### src/rtl/mem_arb_pkg.sv
// Shared types and default widths for the block-memory arbiter.
package mem_arb_pkg;

  localparam int MEM_ADDR_W  = 28;
  localparam int MEM_BLOCK_W = 128;

  typedef enum logic [1:0] {
    IDLE  = 2'd0,
    ISSUE = 2'd1,
    WAIT  = 2'd2,
    RESP  = 2'd3
  } state_t;

  typedef enum logic {
    OWN_IC = 1'b0,
    OWN_DC = 1'b1
  } owner_t;

  typedef enum logic {
    OP_RD = 1'b0,
    OP_WR = 1'b1
  } op_t;

endpackage

### src/rtl/mem_arb_select.sv
// Winner pick between the I-cache and D-cache block requests.
// ARB_ROUND_ROBIN_EN: ties alternate using the last-grant owner.
// Without it, the D-cache wins every tie and no last-grant input exists.
module mem_arb_select
  import mem_arb_pkg::*;
(
  input  logic   i_ic_req,
  input  logic   i_dc_req,
`ifdef ARB_ROUND_ROBIN_EN
  input  owner_t i_last_grant,
`endif
  output logic   o_valid,
  output owner_t o_owner
);

  // Combinational winner: a lone requester wins, ties resolved by mode
  always_comb begin
    o_valid = i_ic_req | i_dc_req;
    o_owner = OWN_DC;
    if (i_ic_req && !i_dc_req) begin
      o_owner = OWN_IC;
    end
`ifdef ARB_ROUND_ROBIN_EN
    else if (i_ic_req && i_dc_req && (i_last_grant == OWN_DC)) begin
      o_owner = OWN_IC;
    end
`endif
  end

endmodule

### src/rtl/mem_block_arbiter.sv
// Shares one 128-bit block memory port between I-cache refills and
// D-cache refills/write-backs. One transaction at a time:
// IDLE -> ISSUE -> WAIT -> RESP -> IDLE.
// ARB_ROUND_ROBIN_EN selects alternating tie-break; default is D-cache priority.
//
// state | meaning
// IDLE  | arbitrate, latch owner/op/address/data on a winner
// ISSUE | memory strobe and latched address/data on the port
// WAIT  | hold the port until mem_busywait is sampled low
// RESP  | strobes low, one-cycle done pulse to the owner
module mem_block_arbiter
  import mem_arb_pkg::*;
#(
  parameter int ADDR_W  = MEM_ADDR_W,
  parameter int BLOCK_W = MEM_BLOCK_W
) (
  input  logic               clock,
  input  logic               reset,
  input  logic               ic_read,
  input  logic [ADDR_W-1:0]  ic_address,
  output logic [BLOCK_W-1:0] ic_readdata,
  output logic               ic_busywait,
  input  logic               dc_read,
  input  logic               dc_write,
  input  logic [ADDR_W-1:0]  dc_address,
  input  logic [BLOCK_W-1:0] dc_writedata,
  output logic [BLOCK_W-1:0] dc_readdata,
  output logic               dc_busywait,
  output logic               mem_read,
  output logic               mem_write,
  output logic [ADDR_W-1:0]  mem_address,
  output logic [BLOCK_W-1:0] mem_writedata,
  input  logic [BLOCK_W-1:0] mem_readdata,
  input  logic               mem_busywait
);

  state_t               r_state;
  owner_t               r_owner;
  op_t                  r_op;
  logic                 r_mem_read;
  logic                 r_mem_write;
  logic [ADDR_W-1:0]    r_mem_address;
  logic [BLOCK_W-1:0]   r_mem_writedata;
  logic [BLOCK_W-1:0]   r_ic_readdata;
  logic [BLOCK_W-1:0]   r_dc_readdata;
  logic                 r_ic_done;
  logic                 r_dc_done;

  logic                 w_ic_req;
  logic                 w_dc_req;
  logic                 w_grant;
  owner_t               w_winner;
  logic                 w_owner_active;

  assign w_ic_req = ic_read;
  assign w_dc_req = dc_read | dc_write;

  // The owner may have dropped its request mid-transaction; if so its
  // result and release are suppressed.
  assign w_owner_active = (r_owner == OWN_IC) ? w_ic_req : w_dc_req;

`ifdef ARB_ROUND_ROBIN_EN
  owner_t r_last_grant;

  // Last-grant tracks every grant so ties alternate
  always_ff @(posedge clock) begin
    if (!reset) begin
      r_last_grant <= OWN_IC;
    end else if ((r_state == IDLE) && w_grant) begin
      r_last_grant <= w_winner;
    end
  end
`endif

  mem_arb_select u_select (
    .i_ic_req     (w_ic_req),
    .i_dc_req     (w_dc_req),
`ifdef ARB_ROUND_ROBIN_EN
    .i_last_grant (r_last_grant),
`endif
    .o_valid      (w_grant),
    .o_owner      (w_winner)
  );

  // Transaction FSM with latched request, memory strobes and done pulses
  always_ff @(posedge clock) begin
    if (!reset) begin
      r_state         <= IDLE;
      r_owner         <= OWN_IC;
      r_op            <= OP_RD;
      r_mem_read      <= 1'b0;
      r_mem_write     <= 1'b0;
      r_mem_address   <= '0;
      r_mem_writedata <= '0;
      r_ic_readdata   <= '0;
      r_dc_readdata   <= '0;
      r_ic_done       <= 1'b0;
      r_dc_done       <= 1'b0;
    end else begin
      r_ic_done <= 1'b0;
      r_dc_done <= 1'b0;
      case (r_state)
        IDLE: begin
          if (w_grant) begin
            r_owner <= w_winner;
            r_state <= ISSUE;
            if (w_winner == OWN_DC) begin
              // read+write together is a write-back
              r_op            <= dc_write ? OP_WR : OP_RD;
              r_mem_read      <= ~dc_write;
              r_mem_write     <= dc_write;
              r_mem_address   <= dc_address;
              r_mem_writedata <= dc_writedata;
            end else begin
              r_op          <= OP_RD;
              r_mem_read    <= 1'b1;
              r_mem_write   <= 1'b0;
              r_mem_address <= ic_address;
            end
          end
        end
        ISSUE: begin
          r_state <= WAIT;
        end
        WAIT: begin
          if (!mem_busywait) begin
            r_state     <= RESP;
            r_mem_read  <= 1'b0;
            r_mem_write <= 1'b0;
            if (w_owner_active) begin
              if (r_owner == OWN_IC) begin
                r_ic_done <= 1'b1;
                if (r_op == OP_RD) r_ic_readdata <= mem_readdata;
              end else begin
                r_dc_done <= 1'b1;
                if (r_op == OP_RD) r_dc_readdata <= mem_readdata;
              end
            end
          end
        end
        RESP: begin
          r_state <= IDLE;
        end
        default: begin
          r_state <= IDLE;
        end
      endcase
    end
  end

  assign ic_busywait   = w_ic_req & ~r_ic_done;
  assign dc_busywait   = w_dc_req & ~r_dc_done;
  assign ic_readdata   = r_ic_readdata;
  assign dc_readdata   = r_dc_readdata;
  assign mem_read      = r_mem_read;
  assign mem_write     = r_mem_write;
  assign mem_address   = r_mem_address;
  assign mem_writedata = r_mem_writedata;

endmodule

### config.mk
export PLATFORM = sky130hd
export DESIGN_NAME = mem_block_arbiter
export DESIGN_NICKNAME = d
export VERILOG_FILES = /design/src/rtl/mem_arb_pkg.sv /design/src/rtl/mem_arb_select.sv /design/src/rtl/mem_block_arbiter.sv
export SDC_FILE = /design/constraint.sdc
export NUM_CORES = 1
export LEC_CHECK = 0
export ABC_AREA = 0
export BUFFER_PORTS_ARGS = -buffer_cell sky130_fd_sc_hd__buf_2
export CAP_MARGIN = 40
export CORE_AREA = 2 2 283 285
export CTS_BUF_LIST = sky130_fd_sc_hd__clkbuf_4 sky130_fd_sc_hd__clkbuf_8
export DETAILED_ROUTE_END_ITERATION = 8
export DIE_AREA = 0 0 285 287
export HOLD_SLACK_MARGIN = 0.05
export SLEW_MARGIN = 20
export SYNTH_ARGS = -nofsm -noshare
export SYNTH_HDL_FRONTEND = slang
export SYNTH_HIERARCHICAL = 1
export SYNTH_SLANG_ARGS = --single-unit
### constraint.sdc
create_clock -name clock -period 1.55 [get_ports clock]
set_input_delay 0.2325 -clock clock [delete_from_list [all_inputs] [get_ports clock]]
set_output_delay 0.2325 -clock clock [all_outputs]
set_load 0.01 [all_outputs]
== Word level (Yosys, flattened, before mapping) ==
Cells that the tools add are included.

* Register bits after elaboration: 420
* Bits in latches: 0
* RAM bits: 0
* ROM bits: 0
* Input bits: 318
* Output and inout bits: 416
* Word-level logic and storage cells: 58
* Memories kept: 0

* $add $sub $neg: 0
* Multipliers: 0
* Divide/modulo/power cells: 0
* Magnitude comparators: 0
* Eq/ne operators: 5
* Shifts and indexed selects: 0
* Muxes and demuxes: 17
* Bitwise operators: 14
* Reductions and logical operators: 11

{| class="wikitable"
|+ Operator list
! operator !! count
|-
| $mux 28 || 1
|-
| $mux 1 || 11
|-
| $not 1->1 || 10
|-
| $reduce_and 5->1 || 2
|-
| $pmux 2 s4 || 1
|-
| $reduce_and 3->1 || 2
|-
| $eq 2x2->1 const B || 2
|-
| $mux 2 || 2
|-
| $pmux 1 s2 || 2
|-
| $reduce_and 2->1 || 2
|-
| $reduce_or 4->1 || 1
|-
| $and 1x1->1 || 2
|-
| $eq 2x1->1 const B || 1
|-
| $logic_not 2->1 || 1
|-
| $ne 2x1->1 const B || 1
|-
| $ne 2x2->1 const B || 1
|-
| $or 1x1->1 || 2
|-
| $reduce_bool 2->1 || 1
|-
| $logic_and 1x1->1 || 1
|-
| $logic_not 1->1 || 1
|}

== Logic depth before layout (Yosys ltp) ==
Gate-level depths: netlist (run 1).

* Word-level depth: 6
* Depth in mapped cells: 8
* Depth with buffers taken out: 5

== Cells and area by module ==
Netlist (run 1), hierarchy kept.

{| class="wikitable"
|+ Modules (own cells, without submodules)
! module !! times used !! cells each !! area each (µm²) !! sequential area each (µm²)
|-
| mem_block_arbiter || 1 || 1695 || 15513.6 || 8408.1
|-
| mem_arb_select || 1 || 2 || 12.5 || 0.0
|}

== Worst setup path after synthesis (run 1) ==
No wires, ideal clock.

* Kind: reg-to-reg
* From: register r_state[0]
* To: register r_dc_readdata[100], in the netlist dc_readdata[100]
* Library setup time: 72 ps
* Data arrival time: 1501 ps
* Data required time: 1478 ps
* Path slack: -22 ps
* Cell stages (with the launch flop): 9
* Path buffers: 3
* Clock period less this slack: 1572 ps
* Cell sequence: dfxtp_1 -> inv_1 -> ha_1 -> nor3b_2 -> and3_1 -> clkbuf_2 -> buf_6 -> buf_8 -> mux2i_1

* Longest elaborated chain between the ends: 2

{| class="wikitable"
|+ RTL lines
! what !! line !! text
|-
| start, declared || mem_block_arbiter.sv:37 || <nowiki>state_t r_state;</nowiki>
|-
| start signal, assigned || mem_block_arbiter.sv:88 || <nowiki>r_state <= IDLE;</nowiki>
|-
| start signal, assigned || mem_block_arbiter.sv:106 || <nowiki>r_state <= ISSUE;</nowiki>
|-
| start signal, assigned || mem_block_arbiter.sv:123 || <nowiki>r_state <= WAIT;</nowiki>
|-
| $eq 2x2->1 || mem_block_arbiter.sv:102 || <nowiki>case (r_state)</nowiki>
|-
| $reduce_and 5->1 (no source line) || -- ||
|-
| end signal, assigned || mem_block_arbiter.sv:136 || <nowiki>if (r_op == OP_RD) r_dc_readdata <= mem_readdata;</nowiki>
|-
| end, declared || mem_block_arbiter.sv:45 || <nowiki>logic [BLOCK_W-1:0] r_dc_readdata;</nowiki>
|}

No other way between the ends.
A chain may end at the register's enable or synchronous reset.

== Final worst setup path (run 1) ==
* From: register r_state[0]
* To: register r_mem_writedata[7], in the netlist mem_writedata[7]

* Longest elaborated chain between the ends: 2

{| class="wikitable"
|+ RTL lines
! what !! line !! text
|-
| $logic_not 2->1 || mem_block_arbiter.sv:102 ||
|-
| $reduce_and 3->1 (no source line) || -- ||
|-
| end signal, assigned || mem_block_arbiter.sv:113 || <nowiki>r_mem_writedata <= dc_writedata;</nowiki>
|-
| end, declared || mem_block_arbiter.sv:43 || <nowiki>logic [BLOCK_W-1:0] r_mem_writedata;</nowiki>
|}

No other way between the ends.

==> results.md, run 1 <==
Flow run:
- The count of maximum capacitance violations is 0.

Synthesis:
- The count of synthesis-stage warnings from yosys is 6.
- The top cell type by area accounts for 54.2% of the synthesized area.
- The post-synthesis cell count is 1697.
- In the post-synthesis netlist, the biggest area contributors are dfxtp_1, mux2i_1, nand2_1, a21oi_1, clkbuf_1.
- After synthesis, the mean cell area works out to 9.15 sq um.
- The count of flip-flops with a built-in enable after synthesis is 0.
- The synthesized design contains 420 register bits.
- In this run, distinct cell masters in the synthesized netlist total 31.
- The synthesized netlist occupies a cell area of 0.0155 sq mm.
- The primary flip-flop cell chosen by synthesis mapping is dfxtp_1.
- Sequential cells were found to cover 54.2% of the synthesized design area.
- The synthesized netlist net count is 2017.
- dfxtp_1 takes more of the synthesized area than any other cell.
- The share of synthesized flip-flops with an asynchronous set or reset is 0%.

Routing:
- After detailed routing, the average wire length per cell comes to 17.6 um.
- The number of vias per cell after detailed routing is 4.13.
- Summed over all layers, the routed wires come to 69.7 mm.
- In this run, the number of DRC markers left after iteration 0 of detailed routing was 597.
- The first detailed-routing pass took 5 iterations.
- The number of nets still failing antenna checks after routing is 0.
- The routed layout has 16398 vias.
- In the routed design, unresolved DRC markers number 0.

Timing:
- At the pin with the least slew margin, the transition time is 0.381 ns.
- The maximum clock frequency is 589 MHz.
- Headroom to the max-slew limit came out at 74.6%.
- Setup repair after global routing could not meet its margin everywhere.
- Setup slack on the critical path of the routed design comes to -0.149 ns.
- Setup violations remaining at the end of the flow were counted as 321.
- The count of final max-slew check failures is 0.
- For the final database, setup skew stands at 0.0342 ns.
- The shortest clock period the worst path allows after layout is 1.70 ns.
- The final period utilization is 110%.
- The worst slack on hold paths is 0.342 ns.
- The number of hold violations in the final report is 0.

Global route:
- The number of antenna violations at the first check in global routing is 8.
- The met1 demand-to-capacity share in global routing is 15.5%.
- Global routing used 25.0% of the available met2 tracks.
- For this run, global-route usage on met3 was measured as 4.80%.
- The global-route wire length before repair is 93.5 mm.
- The largest net degree at the start of global routing is 78.
- The total routing usage reported by global routing is 14.7%.
- The layer flagged by global routing as most heavily used is met2.
- The via count of the first global-routing pass is 16160.
- The leftover overflow at the end of global routing is 0.

Finish:
- Once layout is complete, the utilization of the core stands at 35.6%.
- From synthesis to final layout, the design area changed by 80.2%.
- The post-layout net count is 3185.
- The filler cells instantiated in the layout total 7825.
- The post-route netlist has 40.7% of its cells at a drive strength greater than 1.

Critical path:
- The data arrival at the endpoint of the critical path is 2.18 ns.
- The highest net fanout along the worst path is 7.
- STA puts the critical path data required time at 2.04 ns.
- STA classifies the critical path endpoint as a flop.
- The worst setup path is launched from a flop.
- The classification of the worst setup path is flop to flop.

CTS:
- The clock-pin slew reported for the worst setup and hold paths after clock tree synthesis is 0.06 ns.
- The number of levels the H-tree was split into is 3.
- The clock root buffer is clkbuf_8.
- Clock latency on the worst-skew pair, taken at its later pin, is 0.65 ns.
- The number of clock buffers added by TritonCTS is 76.
- The CTS tree is built.
- The number of clock sinks is 420.
- The maximum clock path buffer count is 3.

Floorplan:
- In this run the horizontal extent of the chip is 285 um.
- The die span in y is 287 um.
- The initial standard-cell utilization of the core is 19.8%.
- After floorplanning, the core was divided into 103 placement rows.
- The overall die area is 0.0818 sq mm.
- Pin placement for this block handled 734 I/O pins.
- The area of the core is 0.0786 sq mm.

Status:
- The final reports fail on setup timing.
- The flow ran to the end, but the final reports show violations.

Place:
- At the end of routability-driven placement, the weighted congestion stood at 0.832.
- Port buffering added 733 buffers.
- Summed over all nets, the half-perimeter wirelength after detailed placement is 44.2 mm.

Power and ir drop:
- Power spread over the standard cell area amounts to 1300 mW/mm^2.
- The static leakage power is 0.0136 uW.
- The worst voltage drop across the vdd grid is 0.952 mV.

Min path:
- The path class of the tightest hold or removal check is input pin to flop.
==> worst paths after layout <==
check                                               startpoint                             end  slack (ns)  depth (start not counted)
worst max-delay path                   r_state[0]$_SDFFE_PN0P_   mem_writedata[7]$_SDFFE_PN0P_       -0.15                         10
worst min-delay path                                   ic_read  mem_writedata[97]$_SDFFE_PN0P_        0.34                          5
worst max register to register         r_state[0]$_SDFFE_PN0P_   mem_writedata[7]$_SDFFE_PN0P_       -0.15                         10
worst min register to register  mem_writedata[86]$_SDFFE_PN0P_  mem_writedata[86]$_SDFFE_PN0P_        0.45                          2
==> timing repair <==
| action | 4_1_cts | 5_1_grt |
|---|---|---|
| buffers inserted | 5 | 27 |
| setup endpoints to repair | 268 | 390 |
| hold endpoints to repair | 417 | 0 |
| hold buffers | 317 | 0 |
| resized for setup | 48 | 242 |
| pin swaps | 4 | 82 |
| cloned | 8 | 40 |
==> layout make-up <==
cell class	instances	area, sq um	share of cell area, %
Timing Repair Buffer	1216	9600	34.3
Sequential cell	420	8410	30.1
Multi-Input combinational cell	1148	7060	25.2
Clock buffer	119	1490	5.34
Tap cell	1050	1310	4.70
Clock inverter	9	77.6	0.277
Inverter	3	16.3	0.0581
Antenna cell	1	2.50	0.00894
==> registers in the layout, summed over array words and instances, names as in the netlist <==
signal	flops
dc_readdata	128
ic_readdata	128
mem_writedata	128
mem_address	28
r_state	2
mem_read	1
mem_write	1
r_dc_done	1
r_ic_done	1
r_op	1
r_owner	1
==> placed cells by master, fill, tap and decap left out, types with 5 or more instances in the layout <==
| cell type | Yosys | routed |
|---|---|---|
| buf_16 | 0 | 15 |
| buf_12 | 0 | 31 |
| clkbuf_16 | 0 | 30 |
| buf_4 | 1 | 43 |
| a211oi_1 | 28 | 20 |
| dlygate4sd3_1 | 0 | 317 |
| nand2_4 | 0 | 23 |
| mux2i_1 | 284 | 283 |
| a21oi_2 | 0 | 45 |
| buf_6 | 4 | 26 |
| nor2_2 | 0 | 7 |
| clkbuf_8 | 0 | 96 |
| nand2_2 | 0 | 54 |
| nand2_1 | 647 | 570 |
| a211oi_2 | 0 | 8 |
| clkinv_2 | 0 | 5 |
| clkbuf_4 | 0 | 23 |
| buf_2 | 34 | 729 |
| a21oi_1 | 131 | 86 |
| nor2_1 | 31 | 24 |
| dfxtp_1 | 420 | 417 |
| buf_8 | 10 | 25 |
==> power by group <==
part	switching, uW	leakage, uW	internal, uW
registers	720	0.00342	12100
logic	6420	0.00935	6290
clock network	4790	0.000840	6120
total	11900	0.0136	24500
==> critical path: stages (launching register included) <==
cell and delay (ns):
dfxtp_2 0.34, inv_4 0.04, buf_4 0.13, ha_4 0.16, buf_6 0.11, and3_4 0.17, buf_12 0.14, clkbuf_16 0.16
clkbuf_16 0.19, nand2_2 0.07, a21oi_1 0.05
==> synthesized netlist by cell type, drive strengths merged (3+ instances only) <==
library cell	instances
nand2	647
dfxtp	420
mux2i	284
a21oi	131
clkbuf	67
buf	60
nor2	31
a211oi	28
and2	3
inv	3
nor2b	3
nor3b	3
==> stage by stage <==
stage               worst slack [ns]  cell area, sq um  power, uW  cells  setup TNS [ns]
finish                        -0.149             28000      36400   3966          -15.33
global route                  -0.199             28000      38000   3966          -43.00
CTS                          -0.0959             26000      32500   3900           -8.29
detailed placement            -0.215             20800      20400   3442          -54.69
global placement              -0.177             20800      20400   3442          -43.71
floorplan                    -0.0107             15500      16800   1697           -1.25
==> cells by family after synthesis <==
| family | share of synthesized area (%) |
|---|---|
| muxes | 18.3 |
| adders and majority gates | 0.161 |
| DFF | 54.2 |
| buffers and inverters | 4.37 |
| and+or+nand+nor | 17.3 |
| AOI/OAI and AO/OA | 5.72 |
==> metal layers <==
layer	routed length (um)	share of wire, %	up-vias
met1	26300	38	7582
met3	5220	7.5	193
met5	76	0.11	-
li1	-	-	7919
met4	4590	6.6	12
met2	33500	48	692
(Power assumes the default switching activity.)
==> run 2: changes to the inputs <==
- SETUP_SLACK_MARGIN: not set -> 0.5
==> run 2 against run 1 <==
Effect of this change: the flow still finishes with violations (setup timing); clock skew increased by 0.0059 ns; die area unchanged; routed wire length decreased by 3.4%; count of clock-buffer cells in the layout increased by 1; critical path type unchanged; largest power group unchanged.
==> results.md, run 2 (synthesized netlist as in run 1, its figures left out) <==
Status:
- The flow ran to the end, but the final reports show violations.
- The final reports fail on setup timing.

Routing:
- The routed design has 67.4 mm of wire.
- The routed wirelength normalized by instance count is 17.1 um.
- The iteration count of the initial detailed-routing pass is 4.
- The number of violations reported at the end of detailed-routing iteration 0 is 469.
- In the routed design, unresolved DRC markers number 0.
- Once detail routing completed, the nets flagged for antenna violations numbered 0.
- Summing over every cut layer, the via total after detailed routing is 16170.
- The number of vias per cell after detailed routing is 4.11.

Timing:
- For this run, the top clock speed supported by timing is 601 MHz.
- The final setup violation count is 245.
- The number of hold violations in the final report is 0.
- The count of final max-slew check failures was 0.
- Hold is met by 0.140 ns.
- The least setup slack across all paths after layout is -0.114 ns.
- The max-slew headroom at the worst pin is 61.4%.
- The clock arrives with 0.0401 ns of skew.
- The shortest clock period the worst path allows after layout is 1.66 ns.
- Setup repair after global routing could not meet its margin everywhere.
- In the finished design, the share of the clock period the worst path needs comes to 107%.
- The transition time of the tightest slew-check pin is 0.579 ns.

Floorplan:
- The area of the core is 0.0786 sq mm.
- The die is 287 um tall.
- In this run the core area contains 103 standard-cell rows.
- The floorplan step defined a die boundary enclosing 0.0818 sq mm.
- The initial standard-cell utilization of the core is 19.8%.
- The chip width is 285 um.
- The I/O pin count is 734.

Global route:
- The largest net degree at the start of global routing is 59.
- The first global-routing pass estimated 92.8 mm of wire.
- The total routing usage reported by global routing is 14.6%.
- The number of antenna violations at the first check in global routing is 5.
- The total overflow left after global routing is 0.
- The via count of the first global-routing pass is 16174.

CTS:
- The clock-pin slew reported for the worst setup and hold paths after clock tree synthesis is 0.06 ns.
- The tree built by TritonCTS fans out to 420 sinks.
- In this run the deepest clock path goes through 3 buffers.
- In this run, CTS created clock tree buffers numbering 79.
- CTS built an H-tree with a depth of 3.
- The latest clock arrival within the worst-skew pair is 0.65 ns.
- The clock root buffer is clkbuf_8.
- TritonCTS built the clock tree.

Place:
- The pre-CTS setup slack is -0.128 ns.
- Counting tap cells, the placed design contains a total of 3434 instances.
- The final weighted congestion in routability-driven placement is 0.824.
- The count of input and output buffers is 733.
- The post-place instance area is 0.0209 sq mm.
- The wire-length estimate of the detail-placed layout is 44.8 mm.

Power and ir drop:
- The cell-internal power is 23500 uW.
- Across the VDD grid, the largest voltage drop is 0.821 mV.
- The static leakage power is 0.0132 uW.
- In this run the power density over the cells is 1280 mW/mm^2.
- Registers are responsible for 36.9% of the overall power.
- Per report_power, the combinational group accounts for 29.3% of the total.
- The analysis attributes to net switching a power of 11100 uW.
- The clock share of power is 33.7%.
- Net switching is 32.1% of the power.

Critical path:
- The worst reg-to-reg setup slack is -0.11 ns.
- Tracing the worst setup path back leads to its startpoint at r_state[1]$_SDFFE_PN0P_.
- Along the worst path, the maximum fanout reaches 8.
- The launch instance of the worst register-to-register path is r_state[1]$_SDFFE_PN0P_.
- The worst register-to-register path has a depth of 7.
- The data arrival at the endpoint of the critical path is 2.22 ns.
- The launching element type of the critical path is a flop.
- The classification of the worst setup path is flop to flop.
- The endpoint identified for the worst register-to-register timing path is ic_readdata[41]$_SDFFE_PN0P_.
- At the worst endpoint, the required time is 2.10 ns.
- The kind of capture point of the worst setup path is a flop.

Finish:
- The fraction of final layout cells sized beyond drive strength 1 is 36.0%.
- The post-route core utilization is 34.2%.
- The most common cell after layout, fill and taps aside is buf_2.
- The non-filler instance count after layout is 3937.
- The library cells used most frequently in the layout, excluding fill and tap cells, are buf_2, nand2_1, dfxtp_1.
- After routing the design area is 0.0269 sq mm.
- The total area of sequential cells is 0.00841 sq mm.
- The area growth from synthesis to final layout is 73.3%.
- The post-layout net count is 3151.
- After filler insertion, the fill cell instance count of the layout stands at 7961.
- The multi-input combinational cell area is 0.00663 sq mm.

Min path:
- In this run the most critical hold path is launched from reset.
- The worst hold path belongs to the class input pin to flop.
- The worst hold path stage count is 4.
- The path with the worst hold slack has its endpoint at dc_readdata[39]$_SDFFE_PN0P_.

Flow run:
- The count of maximum capacitance violations is 0.
run 2: cell types whose count changed in the layout (fill, tap and decap cells not counted), moves of 8 or more:
cell / change
nand2_1: +77
nand2_2: -54
a21oi_1: +39
a21oi_2: -39
nand2_4: -23
buf_6: -21
buf_8: -11
clkbuf_16: -9
a211oi_1: -8
a211oi_2: +8
buf_4: +8
run 2: routing by layer:
layer | share of wire, % | up-vias | GRT usage, % | wire, um
met1 | 37 | 7477 | 14.9 | 24800
met2 | 51 | 670 | 26.5 | 34200
met4 | 4.3 | 6 | 7.30 | 2880
li1 | - | 7864 | - | -
met3 | 8.1 | 153 | 4.84 | 5450
met5 | 0.049 | - | 0 | 33
run 2: final cells by class:
type / count / share of cell area, %
antenna: 3 / 0.0279
clock buffer: 120 / 5.60
clock inverter: 14 / 0.670
inverter: 3 / 0.0604
multi-input combinational: 1148 / 24.6
sequential: 420 / 31.3
tap: 1050 / 4.88
timing repair buffer: 1179 / 32.9
run 2: per-stage QoR:
step                      total power, uW  TNS (ns)
final                               34600    -10.07
after global routing                36300    -32.26
after CTS                           33100    -13.75
after detailed placement            20600    -20.20
after global placement              20500     -8.30
after floorplan                     17600         0
run 2: worst max path at each step:
stage                                                end  slack, ns  cells past startpoint
after CTS                   dc_readdata[65]$_SDFFE_PN0P_       -0.1                      6
after detailed placement  mem_writedata[21]$_SDFFE_PN0P_      -0.13                      7
after global routing        ic_readdata[41]$_SDFFE_PN0P_      -0.19                      7
after floorplan            dc_readdata[100]$_SDFFE_PN0P_       0.07                      8
final                       ic_readdata[41]$_SDFFE_PN0P_      -0.11                      7
after global placement    mem_writedata[10]$_SDFFE_PN0P_      -0.09                      7
run 2: power groups by stage:
stage / Clock (uW) / Combinational [uW] / Sequential [uW]
final: 11700 / 10100 / 12800
after global routing: 12500 / 10900 / 12900
after CTS: 12000 / 8350 / 12700
after detailed placement: 0 / 7660 / 12900
after global placement: 0 / 7600 / 12900
after floorplan: 0 / 4080 / 13500
run 2: worst max-delay path, stage by stage (launching register included):
cell and delay [ns]:
dfxtp_4 0.36, ha_4 0.13, nor3b_4 0.19, nand3b_1 0.14, buf_12 0.18, clkbuf_16 0.18
clkbuf_16 0.18, mux2i_1 0.18
run 2: what timing repair did:
item / 4_1_cts / 5_1_grt
hold buffers: 318 / 0
setup buffers: 5 / 15
cloned: 0 / 28
pin swaps: 0 / 1
gates resized for setup: 13 / 54
setup endpoints to repair: 835 / 835
hold endpoints to repair: 419 / 0
==> run 3: changes to the inputs <==
- BUFFER_PORTS_ARGS: -buffer_cell sky130_fd_sc_hd__buf_2 -> not set
- CORE_AREA: 2 2 283 285 -> 2 2 286 288
- DIE_AREA: 0 0 285 287 -> 0 0 288 290
- DONT_BUFFER_PORTS: not set -> 1
- SETUP_SLACK_MARGIN: 0.5 -> not set
- clock period: 1.55 -> 1.8 ns (I/O delays scaled with it)
==> run 3 against run 2 <==
Effect of this change: the run now fails in 4_1_cts; synthesized cell count unchanged; synthesized area unchanged.
==> results.md, run 3 <==
Status:
- The flow did not finish.
- The run ended at 4_1_cts.
- The tool reported: "[ERROR RSZ-0060] Max buffer count reached".

Place:
- The sum of net half-perimeters after detailed placement is 40.1 mm.
- Port buffering added 0 buffers.
- At the end of routability-driven placement, the weighted congestion stood at 0.899.

Synthesis:
- The post-synthesis cell count is 1697.
- Ranked by instance count, the synthesized netlist is headed by nand2_1, dfxtp_1, mux2i_1.
- Summing every instance area after synthesis gives 0.0155 sq mm.
- The most numerous cell in the Yosys netlist is nand2_1.
- During synthesis, Yosys emitted a total of 6 warnings.
- The primary flip-flop cell chosen by synthesis mapping is dfxtp_1.
- The synthesized design contains 0 enable-type register cells.
- The library cell occupying the most area in the post-synthesis netlist is dfxtp_1.
- The sequential fraction of the synthesis area is 54.2%.
- Synthesis inferred 420 register bits.
- The number of different library cells in the post-synthesis netlist is 31.
- After synthesis, the largest area contributor takes up 54.2% of total cell area.
- After synthesis, the mean cell area works out to 9.15 sq um.
- The number of nets handed over by synthesis was 2017.
- Counting flops with an async set or reset pin after synthesis yields a share of 0%.
- By area the synthesized netlist is led by dfxtp_1, mux2i_1, nand2_1, a21oi_1, clkbuf_1.

CTS:
- Counting the buffers created by CTS gives 73.
- The H-tree was split into 3 levels.
- The cell sitting at the root of the clock tree is a clkbuf_8.
- The maximum clock path buffer count is 3.
- Gates resized during post-CTS repair numbered 0.
- The number of clock sinks is 420.
- The hold buffer count at cts is 564.
- The post-CTS setup buffer count is 0.

Floorplan:
- The floorplan has 104 rows.
- The chip width is 288 um.
- The initial standard-cell utilization of the core is 19.4%.
- The die span in y is 290 um.
- During I/O placement, the number of pins put on the boundary was 734.
==> run 3: cell counts after synthesis <==
Identical to the previous run, type by type.
==> run 3: stage by stage <==
stage               worst slack (ns)  std cells  area [sq um]  hold slack [ns]
floorplan                      0.211       1697         15500            0.406
global placement               0.119       2689         16900            0.407
detailed placement            0.0890       2689         16900            0.413
==> run 3: kinds of logic after synthesis <==
logic type,Yosys count,synth area share [%]
AO/OA/AOI/OAI,163,5.72
flip-flops,420,54.2
buffers and inverters,130,4.37
AND/OR/NAND/NOR,698,17.3
multiplexers,284,18.3
adder cells (fa/ha/maj),2,0.161
==> run 4: changes to the inputs <==
- CORE_AREA: 2 2 286 288 -> 2 2 284 286
- CTS_BUF_LIST: sky130_fd_sc_hd__clkbuf_4 sky130_fd_sc_hd__clkbuf_8 -> not set
- DIE_AREA: 0 0 288 290 -> 0 0 286 288
- HOLD_SLACK_MARGIN: 0.05 -> not set
- PLACE_DENSITY_LB_ADDON: not set -> 0.15
==> run 4 against run 3 <==
Effect of this change: the flow now finishes without violations.
==> results.md, run 4 (synthesized netlist as in run 1, its figures left out) <==
Status:
- The run finished with clean final reports.

Floorplan:
- The area of the core is 0.0796 sq mm.
- In this run the count of I/O pins placed on the die edge is 734.
- In this run the horizontal extent of the chip is 286 um.
- The overall die area is 0.0824 sq mm.
- The initial standard-cell utilization of the core is 19.5%.
- Measured along the y axis, the die boundary spans 288 um.
- In this run the core area contains 104 standard-cell rows.

CTS:
- The CTS tree is built.
- The number of clock sinks is 420.
- Counting the buffers created by CTS gives 50.
- CTS placed an instance of clkbuf_16 at the clock tree root.
- Once the clock tree was built, the setup fixing pass inserted 0 buffers.
- No sink is reached through more buffers than the 3 on the longest clock path.
- The number of levels the H-tree was split into is 2.
- After clock tree synthesis, the clock-pin slew on the worst setup and hold paths is 0.06 ns.
- The latest clock arrival within the worst-skew pair is 0.57 ns.

Critical path:
- In this run the critical register-to-register path is launched from r_state[0]$_SDFFE_PN0P_.
- The endpoint identified for the worst register-to-register timing path is dc_readdata[59]$_SDFFE_PN0P_.
- The kind of capture point of the worst setup path is a flop.
- The worst-path cell with the longest stage delay is dfxtp_1.
- By startpoint and endpoint, the worst setup path is classified as flop to flop.
- Data arrives at the worst endpoint at 2.17 ns.
- In this design, the critical path's most frequently occurring cell is buf_12.
- Data on the critical path is required at its endpoint by 2.29 ns.
- In this run the worst path has a maximum fanout of 15.
- Traced cell by cell, the critical path runs through inv_1, ha_1, nor3b_2, and3_4, buf_12, buf_12, mux2i_1.
- The launching element type of the critical path is a flop.
- The worst reg-to-reg setup slack is 0.12 ns.
- The largest incremental delay on the critical path is 0.29 ns.
- For the worst flop-to-flop path, the logic depth is 7.

Routing:
- The final route contains 13578 vias.
- After detailed routing, the number of vias per cell comes to 4.15.
- For this run, design rule violations remaining after detail routing come to 0.
- The routed wirelength normalized by instance count is 18.4 um.
- The final wirelength is 60.3 mm.
- The number of violations reported at the end of detailed-routing iteration 0 is 446.
- The number of nets still failing antenna checks after routing is 0.
- The iteration count of the initial detailed-routing pass is 4.

Power and ir drop:
- The static leakage power is 0.00932 uW.
- Sequential cells account for 43.5% of the total power.
- The switching fraction of total power is 30.2%.
- Cell internal power was estimated by the tool at 19100 uW.
- Per report_power, the clock group accounts for 38.6% of the total.
- The worst-case IR drop observed on VDD is 0.744 mV.
- The power per standard cell area is 1160 mW/mm^2.
- The analysis attributes to net switching a power of 8240 uW.
- The power share of the combinational group is 17.8%.

Timing:
- The final period utilization is 93.4%.
- Based on the critical path, the design can be clocked at up to 595 MHz.
- Setup violations remaining at the end of the flow were counted as 0.
- The total negative slack for setup checks is 0 ns.
- The worst pin sits at a relative slew slack of 62.1%.
- The number of hold violations in the final report is 0.
- The smallest clock period supported by the final layout is computed as 1.68 ns.
- The count of final max-slew check failures is 0.
- Setup repair after global routing could not meet its margin everywhere.
- At the pin with the least slew margin, the transition time is 0.566 ns.
- Between clock sinks in the finished design, the worst skew comes to 0.0148 ns.
- The least setup slack across all paths after layout is 0.120 ns.

Place:
- During placement, the flow inserted port buffers numbering 0.
- At the placement stage, the worst setup path has a slack of 0.0355 ns.
- The sum of net half-perimeters after detailed placement is 39.8 mm.
- The final weighted congestion in routability-driven placement is 0.811.

Finish:
- Of the cells placed in the final design, the portion with a size suffix greater than 1 is 7.16%.
- The post-layout net count is 2489.
- The count of filler cells inserted in the layout is 8322.
- The top cell types in the final layout, fill and taps aside, are nand2_1, dlygate4sd3_1, dfxtp_1.
- The most common cell after layout, fill and taps aside is nand2_1.
- Cells fill 29.7% of the core in the end.
- From synthesis to final layout, the design area changed by 52.1%.

Min path:
- The worst hold path stage count is 2.
- The critical hold path startpoint is ic_address[4].
- The worst hold path belongs to the class input pin to flop.
- The worst-case hold path end point is mem_address[4]$_SDFFE_PN0P_.

Global route:
- The global-route wire length before repair is 88.5 mm.
- The number of antenna violations at the first check in global routing is 3.
- Global routing used 13.9% of the available tracks across all layers.
- The leftover overflow at the end of global routing is 0.
- The largest net degree at the start of global routing is 187.
- The via count of the first global-routing pass is 14536.

Flow run:
- The count of maximum capacitance violations is 0.
[run 4: worst max-delay path by stage]
stage	startpoint	end	slack, ns	cells past startpoint
detailed placement	dc_read	mem_writedata[88]$_SDFFE_PN0P_	0.04	6
floorplan	dc_read	mem_writedata[104]$_SDFFE_PN0P_	0.21	7
global placement	dc_read	mem_writedata[88]$_SDFFE_PN0P_	0.02	6
CTS	r_state[0]$_SDFFE_PN0P_	mem_writedata[41]$_SDFFE_PN0P_	0.12	6
finish	r_state[0]$_SDFFE_PN0P_	dc_readdata[59]$_SDFFE_PN0P_	0.12	7
global route	r_state[0]$_SDFFE_PN0P_	dc_readdata[50]$_SDFFE_PN0P_	-0.005	7
[run 4: cell type report]
| type | count | area [sq um] | area share [%] |
|---|---|---|---|
| multi-input cells | 1147 | 6470 | 27.4 |
| well taps | 1060 | 1330 | 5.62 |
| clock buffers | 71 | 1480 | 6.28 |
| repair buffers | 547 | 5670 | 24.0 |
| flip-flops and latches | 420 | 8410 | 35.6 |
| clock inverters | 20 | 241 | 1.02 |
| diodes | 3 | 7.51 | 0.0318 |
| inverters | 3 | 13.8 | 0.0583 |
[run 4: stage by stage]
stage               hold slack (ns)  total power, uW  std cells  cell area [sq um]
detailed placement            0.413            16200       2693              17000
global placement              0.410            16100       2693              17000
CTS                         0.00792            27800       3268              23600
finish                       0.0295            27300       3271              23600
floorplan                     0.406            14400       1697              15500
global route                0.00793            28800       3269              23600
[run 4: per-layer routing]
layer	track usage, %	vias to the layer above	routed length, um
met5	0	-	0
met4	5.63	0	2280
met1	14.1	6438	21600
met2	25.8	545	30900
met3	5.04	90	5600
li1	-	6505	-
[run 4: what timing repair did]
item                       4_1_cts  5_1_grt
gates resized for setup          0        2
hold buffers                   484        0
hold endpoints to repair       415        0
setup endpoints to repair        0        9
[run 4: worst max-delay path, delay by kind of cell, from the launching register on]
family                     cells  cell delay, ns
and+or+nand+nor                2            0.45
buffers and inverters          3            0.44
DFF                            1            0.29
muxes                          1            0.22
adders and majority gates      1            0.16
[run 4: power groups by stage]
stage                     logic, uW  registers (uW)  clock network [uW]
after floorplan                2820           11600                   0
after global placement         3940           12100                   0
after detailed placement       4030           12100                   0
after CTS                      4910           11900               10900
after global routing           5470           12000               11300
final                          4870           11900               10500
